===== src/rtl/mem_arbiter.sv =====
// Memory arbiter: grants the byte-serial memory unit to instruction fetch or
// load/store, round-robin on contention, with flush and UART-stall handling.
module mem_arbiter #(
   parameter logic [1:0] IO_ADDR_HI = 2'b11
) (
   input  logic        clk_in,
   input  logic        rst_in,
   input  logic        rdy_in,
   input  logic        clear_in,
   input  logic        io_buffer_full,
   input  logic        if_valid,
   input  logic [31:0] if_addr,
   output logic        if_ready,
   output logic [31:0] if_data,
   input  logic        ls_valid,
   input  logic        ls_wr,
   input  logic [31:0] ls_addr,
   input  logic [2:0]  ls_len,
   input  logic [31:0] ls_wdata,
   output logic        ls_ready,
   output logic [31:0] ls_rdata,
   output logic        mu_valid,
   output logic        mu_wr,
   output logic [31:0] mu_addr,
   output logic [2:0]  mu_len,
   output logic [31:0] mu_data_in,
   input  logic [31:0] mu_data_out,
   input  logic        mu_ready
);

   typedef enum logic [1:0] {
      IDLE,
      BUSY_IF,
      BUSY_LS
   } state_e;

   state_e      state_q, state_d;
   logic        last_ls_q, last_ls_d;
   logic        drop_q, drop_d;
   logic        mu_valid_q, mu_valid_d;
   logic        mu_wr_q, mu_wr_d;
   logic [31:0] mu_addr_q, mu_addr_d;
   logic [2:0]  mu_len_q, mu_len_d;
   logic [31:0] mu_data_in_q, mu_data_in_d;
   logic        if_ready_q, if_ready_d;
   logic [31:0] if_data_q, if_data_d;
   logic        ls_ready_q, ls_ready_d;
   logic [31:0] ls_rdata_q, ls_rdata_d;

   logic if_elig;
   logic ls_elig;
   logic ls_io_stall;
   logic grant_if;
   logic grant_ls;
   logic kill;

   // A client still showing its ready pulse holds a stale valid
   always_comb begin
      ls_io_stall = ls_wr & io_buffer_full
                  & (ls_addr[17:16] == IO_ADDR_HI);
      if_elig  = if_valid & ~if_ready_q & ~clear_in;
      ls_elig  = ls_valid & ~ls_ready_q & ~ls_io_stall;
      grant_ls = ls_elig & (~if_elig | ~last_ls_q);
      grant_if = if_elig & (~ls_elig | last_ls_q);
      kill     = drop_q | clear_in;
   end

   always_comb begin
      state_d      = state_q;
      last_ls_d    = last_ls_q;
      drop_d       = drop_q;
      mu_valid_d   = mu_valid_q;
      mu_wr_d      = mu_wr_q;
      mu_addr_d    = mu_addr_q;
      mu_len_d     = mu_len_q;
      mu_data_in_d = mu_data_in_q;
      if_ready_d   = 1'b0;
      if_data_d    = if_data_q;
      ls_ready_d   = 1'b0;
      ls_rdata_d   = ls_rdata_q;
      unique case (state_q)
         IDLE: begin
            drop_d = clear_in;
            if (grant_ls) begin
               state_d      = BUSY_LS;
               last_ls_d    = 1'b1;
               mu_valid_d   = 1'b1;
               mu_wr_d      = ls_wr;
               mu_addr_d    = ls_addr;
               mu_len_d     = ls_len;
               mu_data_in_d = ls_wdata;
            end else if (grant_if) begin
               state_d      = BUSY_IF;
               last_ls_d    = 1'b0;
               mu_valid_d   = 1'b1;
               mu_wr_d      = 1'b0;
               mu_addr_d    = if_addr;
               mu_len_d     = 3'b010;
               mu_data_in_d = 32'h0;
            end
         end
         BUSY_IF: begin
            drop_d = kill;
            if (mu_ready) begin
               state_d    = IDLE;
               drop_d     = 1'b0;
               mu_valid_d = 1'b0;
               if_data_d  = mu_data_out;
               if_ready_d = ~kill;
            end
         end
         BUSY_LS: begin
            drop_d = kill;
            if (mu_ready) begin
               state_d    = IDLE;
               drop_d     = 1'b0;
               mu_valid_d = 1'b0;
               ls_rdata_d = mu_data_out;
               // Stores have already been committed; never lose their ack
               ls_ready_d = mu_wr_q | ~kill;
            end
         end
         default: begin
            state_d = IDLE;
         end
      endcase
   end

   always_ff @(posedge clk_in) begin
      if (rst_in) begin
         state_q      <= IDLE;
         last_ls_q    <= 1'b0;
         drop_q       <= 1'b0;
         mu_valid_q   <= 1'b0;
         mu_wr_q      <= 1'b0;
         mu_addr_q    <= 32'h0;
         mu_len_q     <= 3'b000;
         mu_data_in_q <= 32'h0;
         if_ready_q   <= 1'b0;
         if_data_q    <= 32'h0;
         ls_ready_q   <= 1'b0;
         ls_rdata_q   <= 32'h0;
      end else if (rdy_in) begin
         state_q      <= state_d;
         last_ls_q    <= last_ls_d;
         drop_q       <= drop_d;
         mu_valid_q   <= mu_valid_d;
         mu_wr_q      <= mu_wr_d;
         mu_addr_q    <= mu_addr_d;
         mu_len_q     <= mu_len_d;
         mu_data_in_q <= mu_data_in_d;
         if_ready_q   <= if_ready_d;
         if_data_q    <= if_data_d;
         ls_ready_q   <= ls_ready_d;
         ls_rdata_q   <= ls_rdata_d;
      end
   end

   assign mu_valid   = mu_valid_q;
   assign mu_wr      = mu_wr_q;
   assign mu_addr    = mu_addr_q;
   assign mu_len     = mu_len_q;
   assign mu_data_in = mu_data_in_q;
   assign if_ready   = if_ready_q;
   assign if_data    = if_data_q;
   assign ls_ready   = ls_ready_q;
   assign ls_rdata   = ls_rdata_q;

endmodule

===== config.mk =====
export PLATFORM = sky130hd
export DESIGN_NAME = mem_arbiter
export DESIGN_NICKNAME = d
export VERILOG_FILES = /design/src/rtl/mem_arbiter.sv
export SDC_FILE = /design/constraint.sdc
export NUM_CORES = 1
export LEC_CHECK = 0
export ABC_AREA = 1
export ABC_CLOCK_PERIOD_IN_PS = 2410
export BUFFER_PORTS_ARGS = -buffer_cell sky130_fd_sc_hd__clkbuf_2
export CAP_MARGIN = 20
export CORE_MARGIN = 2
export CORE_UTILIZATION = 42
export CTS_CLUSTER_DIAMETER = 120
export CTS_CLUSTER_SIZE = 25
export DETAILED_ROUTE_END_ITERATION = 10
export HOLD_SLACK_MARGIN = 0.05
export PLACE_DENSITY = 0.81
export SYNTH_ARGS = -nofsm -noshare
export SYNTH_HDL_FRONTEND = slang
export SYNTH_SLANG_ARGS = --single-unit

===== constraint.sdc =====
create_clock -name clk_in -period 2.41 [get_ports clk_in]
set_clock_uncertainty 0.1 [all_clocks]
set_input_delay 0.1205 -clock clk_in [delete_from_list [all_inputs] [get_ports clk_in]]
set_output_delay 0.1205 -clock clk_in [all_outputs]
set_load 0.005 [all_outputs]

# --- Word level (Yosys, flattened, before mapping) ---
# Cells that the tools add are included.
totals:
  ff_bits: 139
  input_bits: 140
  out_inout_bits: 135
  elab_cells: 70
op_classes:
  eq_ne: 5
  muxes: 23
  n_bitwise: 20
  n_reduce_logical: 10
op_table:
  columns: ["operator", "count"]
  rows:
  - ["32-bit two-way mux", 4]
  - ["3-bit AND reduction", 4]
  - ["1-bit two-way mux", 11]
  - ["1-bit bitwise AND", 8]
  - ["1-bit NOT", 8]
  - ["2-bit two-way mux", 3]
  - ["3-bit two-way mux", 2]
  - ["2-bit == test (second input constant)", 2]
  - ["1-bit OR", 4]
  - ["1-bit case mux with 2 select lines", 2]
  - ["2-bit case mux with 2 select lines", 1]
  - ["4-bit AND reduction", 1]
  - ["2-bit nonzero test", 2]
  - ["3-bit != test (second input constant)", 1]
  - ["2-bit by 1-bit == test with 1-bit output (second input constant)", 1]
  - ["2-bit logical NOT", 1]
  - ["2-bit by 1-bit != test with 1-bit output (second input constant)", 1]
  - ["2-bit AND reduction", 1]
  - ["2-bit OR reduction", 1]

# --- Logic depth before layout (Yosys ltp) ---
# Gate-level depths: netlist of run 1.
depth:
  ltp_word: 10
  ltp_mapped: 10
  ltp_nobuf: 9

# --- Worst setup path after synthesis of run 1 ---
# No wires, ideal clock.
synth_timing:
  path_kind: "register to register"
  from: "reg state_q[0]"
  to: "reg mu_valid_q (netlist: mu_valid)"
  setup_ps: 64
  arrival_time_ps: 1415
  required_time_ps: 2246
  slack_ps: 831
  stages_incl_launch_ff: 8
  path_buffers: 0
  period_less_slack_ps: 1579
  cell_sequence: "dfxtp_1 -> inv_1 -> ha_1 -> o21ai_0 -> nand3_1 -> nand2_1 -> inv_1 -> nor2_1"
synth_via:
  elab_chain_len: 4
  elab_cells_between_ends: 9
  classes_between: "eq/ne (4); mux (1); reduce/logical (4)"
synth_rtl:
  columns: ["item", "line", "rtl"]
  rows:
  - ["start: declaration", "37", "state_e state_q, state_d;"]
  - ["start signal: assignment", "144", "state_q <= state_d;"]
  - ["2-bit == test / 2-bit by 1-bit == test with 1-bit output (equally long branches)", "81", "unique case (state_q)"]
  - ["2-bit OR reduction (no line)", null, null]
  - ["2-bit by 1-bit != test with 1-bit output (no line) / 2-bit nonzero test (equally long branches)", null, null]
  - ["4-bit AND reduction (no line)", null, null]
  - ["end signal: assignment", "147", "mu_valid_q <= mu_valid_d;"]
  - ["end: declaration", "40", "logic mu_valid_q, mu_valid_d;"]
# Parallel ways exist; a longest one is shown, timed or not.
# A chain may end at the register's enable or synchronous reset.

# --- Worst setup path in the final report of run 1 ---
layout_timing:
  from: "reg ls_ready_q (netlist: ls_ready)"
  to: "reg mu_addr_q[11] (netlist: mu_addr[11])"
layout_via:
  elab_chain_len: 8
  elab_cells_between_ends: 10
  classes_between: "mux (1); bitwise (7); reduce/logical (2)"
layout_rtl:
  columns: ["item", "line", "rtl"]
  rows:
  - ["start: declaration", "47", "logic ls_ready_q, ls_ready_d;"]
  - ["start signal: assignment", "154", "ls_ready_q <= ls_ready_d;"]
  - ["1-bit NOT (*)", "62", "ls_elig = ls_valid & ~ls_ready_q & ~ls_io_stall;"]
  - ["1-bit bitwise AND (*) (2 in series)", "62", null]
  - ["1-bit NOT", "64", "grant_if = if_elig & (~ls_elig | last_ls_q);"]
  - ["1-bit OR", "64", null]
  - ["1-bit bitwise AND", "64", null]
  - ["2-bit nonzero test (no line)", null, null]
  - ["3-bit AND reduction (no line)", null, null]
  - ["end signal: assignment", "149", "mu_addr_q <= mu_addr_d;"]
  - ["end: declaration", "42", "logic [31:0] mu_addr_q, mu_addr_d;"]
# Mark *: on every way between the ends. The rest lies on a longest branch, timed or not.

==> results of run 1 <==
## cells by family after synthesis
family          share of synthesized area (%)
compound gates                           12.8
fa+ha+maj                               0.874
buf+inv                                  7.80
flops                                    48.6
simple gates                             29.9
## cells in the final DEF (no fill, tap or decap)
cell type and count:
a211oi_1 1, a21oi_1 101, a21oi_4 1, a22oi_1 1, a31oi_1 1, buf_12 3
buf_16 1, buf_4 6, buf_6 3, bufinv_16 4, clkbuf_16 17, clkbuf_2 273
clkbuf_8 1, clkinv_4 1, clkinvlp_4 3, dfxtp_1 139, dlygate4sd3_1 135, ha_1 4
inv_1 49, inv_2 1, inv_6 4, inv_8 2, nand2_1 276, nand2_2 2
nand3_1 39, nand4_1 1, nor2_1 111, nor2_2 2, nor2_8 1, nor3_4 1
o21ai_0 35, o21ai_1 1, o21bai_4 1
## how the worst min path moves through the flow
stage | start | endpoint | slack [ns]
3_5_place_dp | ls_len[1] | mu_len[1]$_SDFFE_PP0P_ | 0.26
4_1_cts | mu_ready | drop_q$_SDFFE_PP0P_ | 0.14
5_1_grt | rst_in | mu_data_in[1]$_SDFFE_PP0P_ | 0.17
2_1_floorplan | ls_len[1] | mu_len[1]$_SDFFE_PP0P_ | 0.16
6_report | rst_in | if_ready$_SDFFE_PP0P_ | 0.15
3_3_place_gp | ls_len[1] | mu_len[1]$_SDFFE_PP0P_ | 0.25
## registers in the layout (all words and copies together), names as in the netlist
| register | cells |
|---|---|
| ls_rdata | 32 |
| ls_ready | 1 |
| mu_valid | 1 |
| state_q | 2 |
| drop_q | 1 |
| if_data | 32 |
| mu_len | 3 |
| mu_data_in | 32 |
| mu_addr | 32 |
| if_ready | 1 |
| mu_wr | 1 |
| last_ls_q | 1 |
## stage by stage
| stage | area, sq um | hold WS, ns | util (%) | std cells |
|---|---|---|---|---|
| 3_3_place_gp | 7190 | 0.255 | 54.1 | 1229 |
| 5_1_grt | 9230 | 0.170 | 69.4 | 1397 |
| 6_report | 9230 | 0.145 | 69.4 | 1397 |
| 3_5_place_dp | 7190 | 0.257 | 54.1 | 1229 |
| 4_1_cts | 9190 | 0.140 | 69.1 | 1396 |
| 2_1_floorplan | 5730 | 0.155 | - | 822 |
## cell type report
type / instances / share of cell area (%)
Multi-Input combinational cell: 579 / 27.2
Clock inverter: 14 / 2.26
Tap cell: 176 / 2.39
Inverter: 50 / 2.03
Clock buffer: 18 / 4.76
Sequential cell: 139 / 30.1
Timing Repair Buffer: 421 / 31.2
## layer usage
layer	wire length [um]	global-route usage [%]	up-vias	part of all wire, %
li1	-	-	3368	-
met1	7880	30.7	3084	38
met2	10200	48.9	379	49
met3	1510	7.69	92	7.3
met4	1090	16.9	0	5.3
met5	0	0	-	0
## critical path, cell delays in order (launching register included)
cell           delay, ns
dfxtp_1             0.33
nor2_2              0.18
inv_2               0.08
nor2_8              0.19
nand2_2             0.11
buf_6               0.20
nand2_1             0.10
nand2_1             0.07
dlygate4sd3_1       0.58
nor2_1              0.13
nor2_1              0.07
## power by group through the flow
stage	sequential, W	clock, W	combinational, W
final	0.00254	0.00286	0.00120
after global routing	0.00255	0.00301	0.00132
after CTS	0.00253	0.00290	0.00115
after detailed placement	0.00258	0	0.000936
after global placement	0.00258	0	0.000924
after floorplan	0.00259	0	0.000521
## timing repair
item / in CTS / in global routing
endpoints found under the setup margin: 0 / 7
gates resized for setup: 0 / 3
endpoints found under the hold margin: 135 / 0
hold buffers: 135 / 0
==> results_dict.tcl, run 1 <==
set metrics [dict create \
    cts_max_path_buffers 2 \
    ctsRootBufferMaster "clkbuf_16" \
    slew_headroom_pct 31.9 \
    ys_warn_count 0 \
    leakagePower_nw 4.44 \
    power_frac_clock_pct 43.4 \
    netlist_area_sq_um 5730 \
    vias 6923 \
    fin_crit_sh_pct 94.2 \
    yosysMostFrequentCell "nand2_1" \
    worst_slack_ns 0.140 \
    diodes 0 \
    cp.required_ns 2.61 \
    max_freq_mhz 441 \
    worst_pin_slew_ns 1.02 \
    synth_seq_cells 139 \
    grt_max_degree 104 \
    post-route-drc-count 0 \
    h-tree-depth 4 \
    io_buffers 274 \
    cts.clk_slew.worst_paths_ns 0.06 \
    cp.arrival_ns 2.47 \
    hold_depth 3 \
    cts.sinks 139 \
    power.density_nw_per_um2 715 \
    synth-edff-count 0 \
    peakVddDrop_v 0.000461 \
    cts_tree "done" \
    gr-total-overflow 0 \
    reg2reg_depth 10 \
    cp-start-kind "flip-flop" \
    rows 42 \
    fillCellCount 947 \
    viasPerCell 4.96 \
    syn_area_per_cell_sq_um 6.97 \
    hold_viol 0 \
    worstHoldPathType "input port to flip-flop" \
    fin_crit_ns 2.27 \
    setup_viol 0 \
    yosysTopAreaCell "dfxtp_1" \
    wl_per_cell_um 14.8 \
    grt_setup_unrepaired "false" \
    cts_setup_buffers 0 \
    seq_area_sq_um 2780 \
    dieArea_sq_um 14600 \
    synth_area_leaders "dfxtp_1 49%, nand2_1 18%, a21oi_1 8.8%" \
    fin_setup_tns_ns 0 \
    seq_power_share_pct 38.5 \
    grt_pass1_wl_um 32800 \
    area_delta_synth_final_pct 61.1 \
    ios 275 \
    ys_seq_area_share_pct 48.6 \
    worstPathMaxFanout 32 \
    track_usage_pct 28.3 \
    maxCapViolCount 0 \
    synthFlopType "dfxtp_1" \
    final_nets 1352 \
    ff2ff_setup_slack_ns 0.14 \
    timing.rr.start "ls_ready$_SDFFE_PP0P_" \
    cts_buffers 17 \
    multi_input_area_sq_um 2510 \
    first_pass_iters 5 \
    synth_common_cells "276 x nand2_1, 139 x dfxtp_1, 111 x nor2_1" \
    p_sw_share_pct 27.2 \
    die_w_um 121 \
    finalMaxSlewViolations 0 \
    gp_congestion 0.853 \
    path_class "flip-flop to flip-flop" \
    antenna_found_initial 0 \
    worstReg2RegEnd "mu_addr[11]$_SDFFE_PP0P_" \
    synth.distinct_cells 25 \
    drt_wl_total_um 20700 \
    start_util_pct 43.1 \
    drt_iter0_drc 550 \
    core_area_sq_um 13300 \
    end_kind "flip-flop" \
    worstSkewPairLatency_ns 0.41 \
    endpoint "mu_addr[11]$_SDFFE_PP0P_" \
    yosysTopAreaCellShare_pct 48.6 \
    status "finished, final reports clean" \
    synthesis.instances 822 \
    p_sw_w 0.00179 \
    drive_gt1_share_pct 26.8 \
    p_int_w 0.00481 \
    dpl.hpwl_um 11500 \
    worstSetupStartpoint "ls_ready$_SDFFE_PP0P_" \
    ys_async_sr_fraction_pct 0 \
    grt_pass1_vias 6991 \
    antenna_left 0 \
    syn_nets 966 \
    p_total_w 0.00660 \
    combPwrFrac_pct 18.1 \
    post-place-ws_ns 0.493 \
    chipHeight_um 121 \
]
Note: power is estimated with default switching activity, not from simulation.
==> run 2: changes to the inputs <==
--- a/config.mk
+++ b/config.mk
@@ -16,6 +16,8 @@
 export DETAILED_ROUTE_END_ITERATION = 10
 export HOLD_SLACK_MARGIN = 0.05
 export PLACE_DENSITY = 0.81
+export RECOVER_POWER = 25
 export SYNTH_ARGS = -nofsm -noshare
 export SYNTH_HDL_FRONTEND = slang
 export SYNTH_SLANG_ARGS = --single-unit
+export TNS_END_PERCENT = 20
==> run 2 against run 1 <==
Compared with the run above:
- sequential share of layout area increased by 0.18 points
- critical path type unchanged
- utilization fell by 0.40 points
- global-route usage stayed put
- final area shrank 0.58%
- fmax about the same
- critical endpoint unchanged
- clock power is essentially flat
- via count hardly changed
- largest power group unchanged
- highest routed layer unchanged
==> results_dict.tcl, run 2 (same netlist as run 1, synthesis figures left out) <==
set metrics [dict create \
    rows 42 \
    vias 6920 \
    setup_viol 0 \
    wl_per_cell_um 14.8 \
    die_w_um 121 \
    worstHoldStart "rst_in" \
    finalMaxSlewViolations 0 \
    hold_viol 0 \
    drt_iter0_drc 578 \
    grt_pass1_wl_um 32800 \
    ios 275 \
    fin_crit_ns 2.27 \
    ff2ff_setup_slack_ns 0.14 \
    maxCapViolCount 0 \
    drive_gt1_share_pct 23.3 \
    h-tree-depth 4 \
    first_pass_iters 5 \
    p_total_w 0.00658 \
    reg2reg_depth 10 \
    fin_crit_sh_pct 94.2 \
    dieArea_sq_um 14600 \
    diodes 0 \
    path_class "flip-flop to flip-flop" \
    final_common_cell "nand2_1" \
    worstSkewPairLatency_ns 0.41 \
    hold_depth 3 \
    post-route-drc-count 0 \
    leakagePower_nw 4.30 \
    power.density_nw_per_um2 717 \
    cts_buffers 17 \
    cts.sinks 139 \
    area_delta_synth_final_pct 60.2 \
    gp_congestion 0.853 \
    worstReg2RegEnd "mu_addr[11]$_SDFFE_PP0P_" \
    end_kind "flip-flop" \
    track_usage_pct 28.3 \
    start_util_pct 43.1 \
    dpl.hpwl_um 11500 \
    ctsRootBufferMaster "clkbuf_16" \
    status "finished, final reports clean" \
    gr-total-overflow 0 \
    worstPathMaxFanout 32 \
    cp.required_ns 2.61 \
    max_freq_mhz 441 \
    grt_setup_unrepaired "false" \
    worstHoldPathType "input port to flip-flop" \
    slew_headroom_pct 33.7 \
    worst_pin_slew_ns 0.994 \
    viasPerCell 4.95 \
    antenna_left 0 \
    layout_common_cells "276 x nand2_1, 230 x clkbuf_2, 139 x dfxtp_1" \
    holdPathEnd "if_ready$_SDFFE_PP0P_" \
    cp.arrival_ns 2.47 \
    chipHeight_um 121 \
    cts_max_path_buffers 2 \
    io_buffers 274 \
    grt_pass1_vias 6991 \
    antenna_found_initial 0 \
    drt_wl_total_um 20700 \
    cts_tree "done" \
    fin_setup_tns_ns 0 \
    grt_max_degree 104 \
    final_nets 1352 \
    cp-start-kind "flip-flop" \
    timing.rr.start "ls_ready$_SDFFE_PP0P_" \
    core_area_sq_um 13300 \
    peakVddDrop_v 0.000458 \
    cts.clk_slew.worst_paths_ns 0.06 \
]
-- run 2: cell types whose count changed in the layout (fill, tap and decap cells not counted) --
cell	before	now
clkbuf_1	0	43
clkbuf_2	273	230
-- run 2: metal layers --
metal	global-route usage (%)	up-vias	routed length (um)	share of wire (%)
met2	48.9	359	10200	49
met5	0	-	0	0
met1	30.7	3108	7860	38
li1	-	3364	-	-
met3	7.69	89	1570	7.6
met4	16.9	0	1030	5.0
-- run 2: area by class of cell --
type                            instances  area (sq um)
Tap cell                              176           220
Timing Repair Buffer                  421          2830
Sequential cell                       139          2780
Clock inverter                         14           209
Inverter                               50           188
Clock buffer                           18           439
Multi-Input combinational cell        579          2510
Fill cell                             984          4120
-- run 2: stage by stage --
stage	worst slack, ns	instances	utilization, %	hold slack, ns	cell area, sq um
after floorplan	0.831	822	-	0.155	5730
after global placement	0.550	1229	54.1	0.255	7190
after detailed placement	0.493	1229	54.1	0.257	7190
after CTS	0.165	1396	69.1	0.140	9190
after global routing	0.0287	1397	69.0	0.170	9180
final	0.141	1397	69.0	0.150	9180
-- run 2: power by group --
| group | leakage [nW] | internal, W | switching [W] |
|---|---|---|---|
| Sequential | 1.13 | 0.00245 | 0.0000845 |
| Clock | 0.308 | 0.00179 | 0.00107 |
| Combinational | 2.86 | 0.000549 | 0.000634 |
-- run 2: worst max-delay path by stage --
stage | from | to | slack [ns]
6_report | ls_ready$_SDFFE_PP0P_ | mu_addr[11]$_SDFFE_PP0P_ | 0.14
5_1_grt | ls_ready$_SDFFE_PP0P_ | mu_addr[14]$_SDFFE_PP0P_ | 0.03
4_1_cts | if_ready$_SDFFE_PP0P_ | mu_addr[6]$_SDFFE_PP0P_ | 0.16
3_5_place_dp | state_q[0]$_SDFFE_PP0P_ | mu_data_in[18]$_SDFFE_PP0P_ | 0.49
3_3_place_gp | if_ready$_SDFFE_PP0P_ | mu_data_in[18]$_SDFFE_PP0P_ | 0.55
2_1_floorplan | state_q[0]$_SDFFE_PP0P_ | mu_valid$_SDFFE_PP0P_ | 0.83
-- run 2: what timing repair did --
item / 4_1_cts / 5_1_grt
endpoints found under the setup margin: 0 / 7
hold buffers: 135 / 0
endpoints found under the hold margin: 135 / 0
gates resized for setup: 0 / 3
setup buffers: 0 / 0
-- run 2: worst max-delay path, cell delays in order (launching register included) --
cell and delay (ns):
dfxtp_1 0.33, nor2_2 0.18, inv_2 0.08, nor2_8 0.20, nand2_2 0.11, buf_6 0.20
nand2_1 0.10, nand2_1 0.07, dlygate4sd3_1 0.58, nor2_1 0.13, nor2_1 0.07
==> run 3: changes to the inputs <==
--- a/config.mk
+++ b/config.mk
@@ -7,15 +7,15 @@
 export LEC_CHECK = 0
 export ABC_AREA = 1
 export ABC_CLOCK_PERIOD_IN_PS = 2410
-export BUFFER_PORTS_ARGS = -buffer_cell sky130_fd_sc_hd__clkbuf_2
 export CAP_MARGIN = 20
 export CORE_MARGIN = 2
 export CORE_UTILIZATION = 42
 export CTS_CLUSTER_DIAMETER = 120
 export CTS_CLUSTER_SIZE = 25
 export DETAILED_ROUTE_END_ITERATION = 10
+export DONT_BUFFER_PORTS = 1
 export HOLD_SLACK_MARGIN = 0.05
-export PLACE_DENSITY = 0.81
+export PLACE_DENSITY = 0.63
 export RECOVER_POWER = 25
 export SYNTH_ARGS = -nofsm -noshare
 export SYNTH_HDL_FRONTEND = slang
==> run 3 against run 2 <==
Compared with the run above:
- global-route usage down 4.6 points
- highest routed layer unchanged
- first-iteration DRC count down 26%
- critical path depth down 5
- hold slack worse by 0.086 ns
- largest power group unchanged
- largest cell class is now flip-flops and latches
- register-to-register slack better by 0.17 ns
- combinational power down 29%
- sequential share of layout area up 5.4 points
- power down 7.8%
==> results_dict.tcl, run 3 (same netlist as run 1, synthesis figures left out) <==
set metrics [dict create \
    status "finished, final reports clean" \
    hold_ws_ns 0.0634 \
    diodes 0 \
    fin_setup_tns_ns 0 \
    finalMaxSlewViolations 0 \
    drt_wl_total_um 17700 \
    post-route-drc-count 0 \
    cts.sinks 139 \
    cp-start-kind "flip-flop" \
    final_common_cell "nand2_1" \
    cp.required_ns 2.61 \
    cts.clk_slew.worst_paths_ns 0.06 \
    leakagePower_nw 3.22 \
    worstHoldPathType "input port to flip-flop" \
    core_area_sq_um 13300 \
    chipHeight_um 121 \
    fin_crit_sh_pct 87.0 \
    dieArea_sq_um 14600 \
    grt_pass1_vias 5672 \
    cts_tree "done" \
    peakVddDrop_v 0.000583 \
    h-tree-depth 4 \
    maxCapViolCount 0 \
    final_nets 1080 \
    grt_max_degree 104 \
    layout_common_cells "276 x nand2_1, 139 x dfxtp_1, 137 x dlygate4sd3_1" \
    hold_viol 0 \
    grt_pass1_wl_um 27400 \
    drive_gt1_share_pct 5.58 \
    cts_setup_buffers 0 \
    worst_pin_slew_ns 0.975 \
    ios 275 \
    dpl.hpwl_um 10300 \
    antenna_found_initial 0 \
    start_util_pct 43.1 \
    worst_slack_ns 0.313 \
    gp_congestion 0.777 \
    cts_buffers 17 \
    track_usage_pct 23.7 \
    die_w_um 121 \
    rows 42 \
    path_class "flip-flop to flip-flop" \
    gr-total-overflow 0 \
    worstPathMaxFanout 6 \
    drt_iter0_drc 428 \
    max_freq_mhz 477 \
    antenna_left 0 \
    grt_setup_unrepaired "false" \
    setup_viol 0 \
    post-place-ws_ns 0.425 \
    cts_max_path_buffers 2 \
    first_pass_iters 5 \
    end_kind "flip-flop" \
    ctsRootBufferMaster "clkbuf_16" \
    viasPerCell 5.07 \
    fin_crit_ns 2.10 \
    worstSkewPairLatency_ns 0.42 \
    area_delta_synth_final_pct 36.1 \
    slew_headroom_pct 34.9 \
    io_buffers 0 \
    wl_per_cell_um 15.7 \
    power.density_nw_per_um2 778 \
    vias 5708 \
    cp.arrival_ns 2.30 \
]
run 3: changes by cell type in the layout (fill, tap and decap cells not counted), moves of 2 or more:
cell,previous run,this run
clkbuf_1,43,0
buf_4,6,10
clkbuf_8,1,3
buf_12,3,1
bufinv_16,4,2
buf_6,3,0
clkinv_2,0,2
dlygate4sd3_1,135,137
inv_8,2,0
clkbuf_2,230,0
run 3: layer usage:
| layer | GRT usage, % | wire (um) | vias to the layer above |
|---|---|---|---|
| met1 | 25.1 | 6720 | 2539 |
| met2 | 40.3 | 8620 | 298 |
| li1 | - | - | 2815 |
| met5 | 0 | 0 | - |
| met3 | 9.43 | 1640 | 56 |
| met4 | 12.5 | 707 | 0 |
run 3: worst paths after layout:
path | start | to | slack [ns] | cells after the start
max reg2reg | state_q[0]$_SDFFE_PP0P_ | drop_q$_SDFFE_PP0P_ | 0.31 | 5
max | state_q[0]$_SDFFE_PP0P_ | drop_q$_SDFFE_PP0P_ | 0.31 | 5
min reg2reg | last_ls_q$_SDFFE_PP0P_ | last_ls_q$_SDFFE_PP0P_ | 0.38 | 2
min | mu_ready | state_q[0]$_SDFFE_PP0P_ | 0.06 | 5
run 3: per-stage QoR:
stage	cells	utilization (%)	total power, W	area, sq um
after global routing	1125	58.6	0.00633	7790
after global placement	955	43.6	0.00324	5790
after floorplan	822	-	0.00311	5730
after detailed placement	955	43.6	0.00324	5790
final	1125	58.6	0.00607	7790
after CTS	1125	58.6	0.00611	7790
run 3: power breakdown:
group	total [W]	internal [W]	switching (W)
Combinational	0.000840	0.000360	0.000479
Sequential	0.00259	0.00246	0.000132
Clock	0.00264	0.00161	0.00103
Total	0.00607	0.00443	0.00164
run 3: repair_timing:
action | 4_1_cts | 5_1_grt
endpoints found under the hold margin | 136 | 0
setup endpoints to repair | 0 | 1
gates resized for setup | 0 | 1
hold buffers | 138 | 0
run 3: worst max-delay path: stages, from the launching register on:
cell	delay [ns]
dfxtp_1	0.38
inv_1	0.09
ha_1	0.33
o21ai_1	0.36
a211oi_1	0.14
dlygate4sd3_1	0.58
run 3: area by class of cell:
class / instances / area (sq um)
tap: 176 / 220
multi-input combinational: 579 / 2510
clock inverter: 12 / 136
inverter: 50 / 188
timing repair buffer: 149 / 1490
sequential: 139 / 2780
clock buffer: 20 / 467
fill: 1179 / 5500
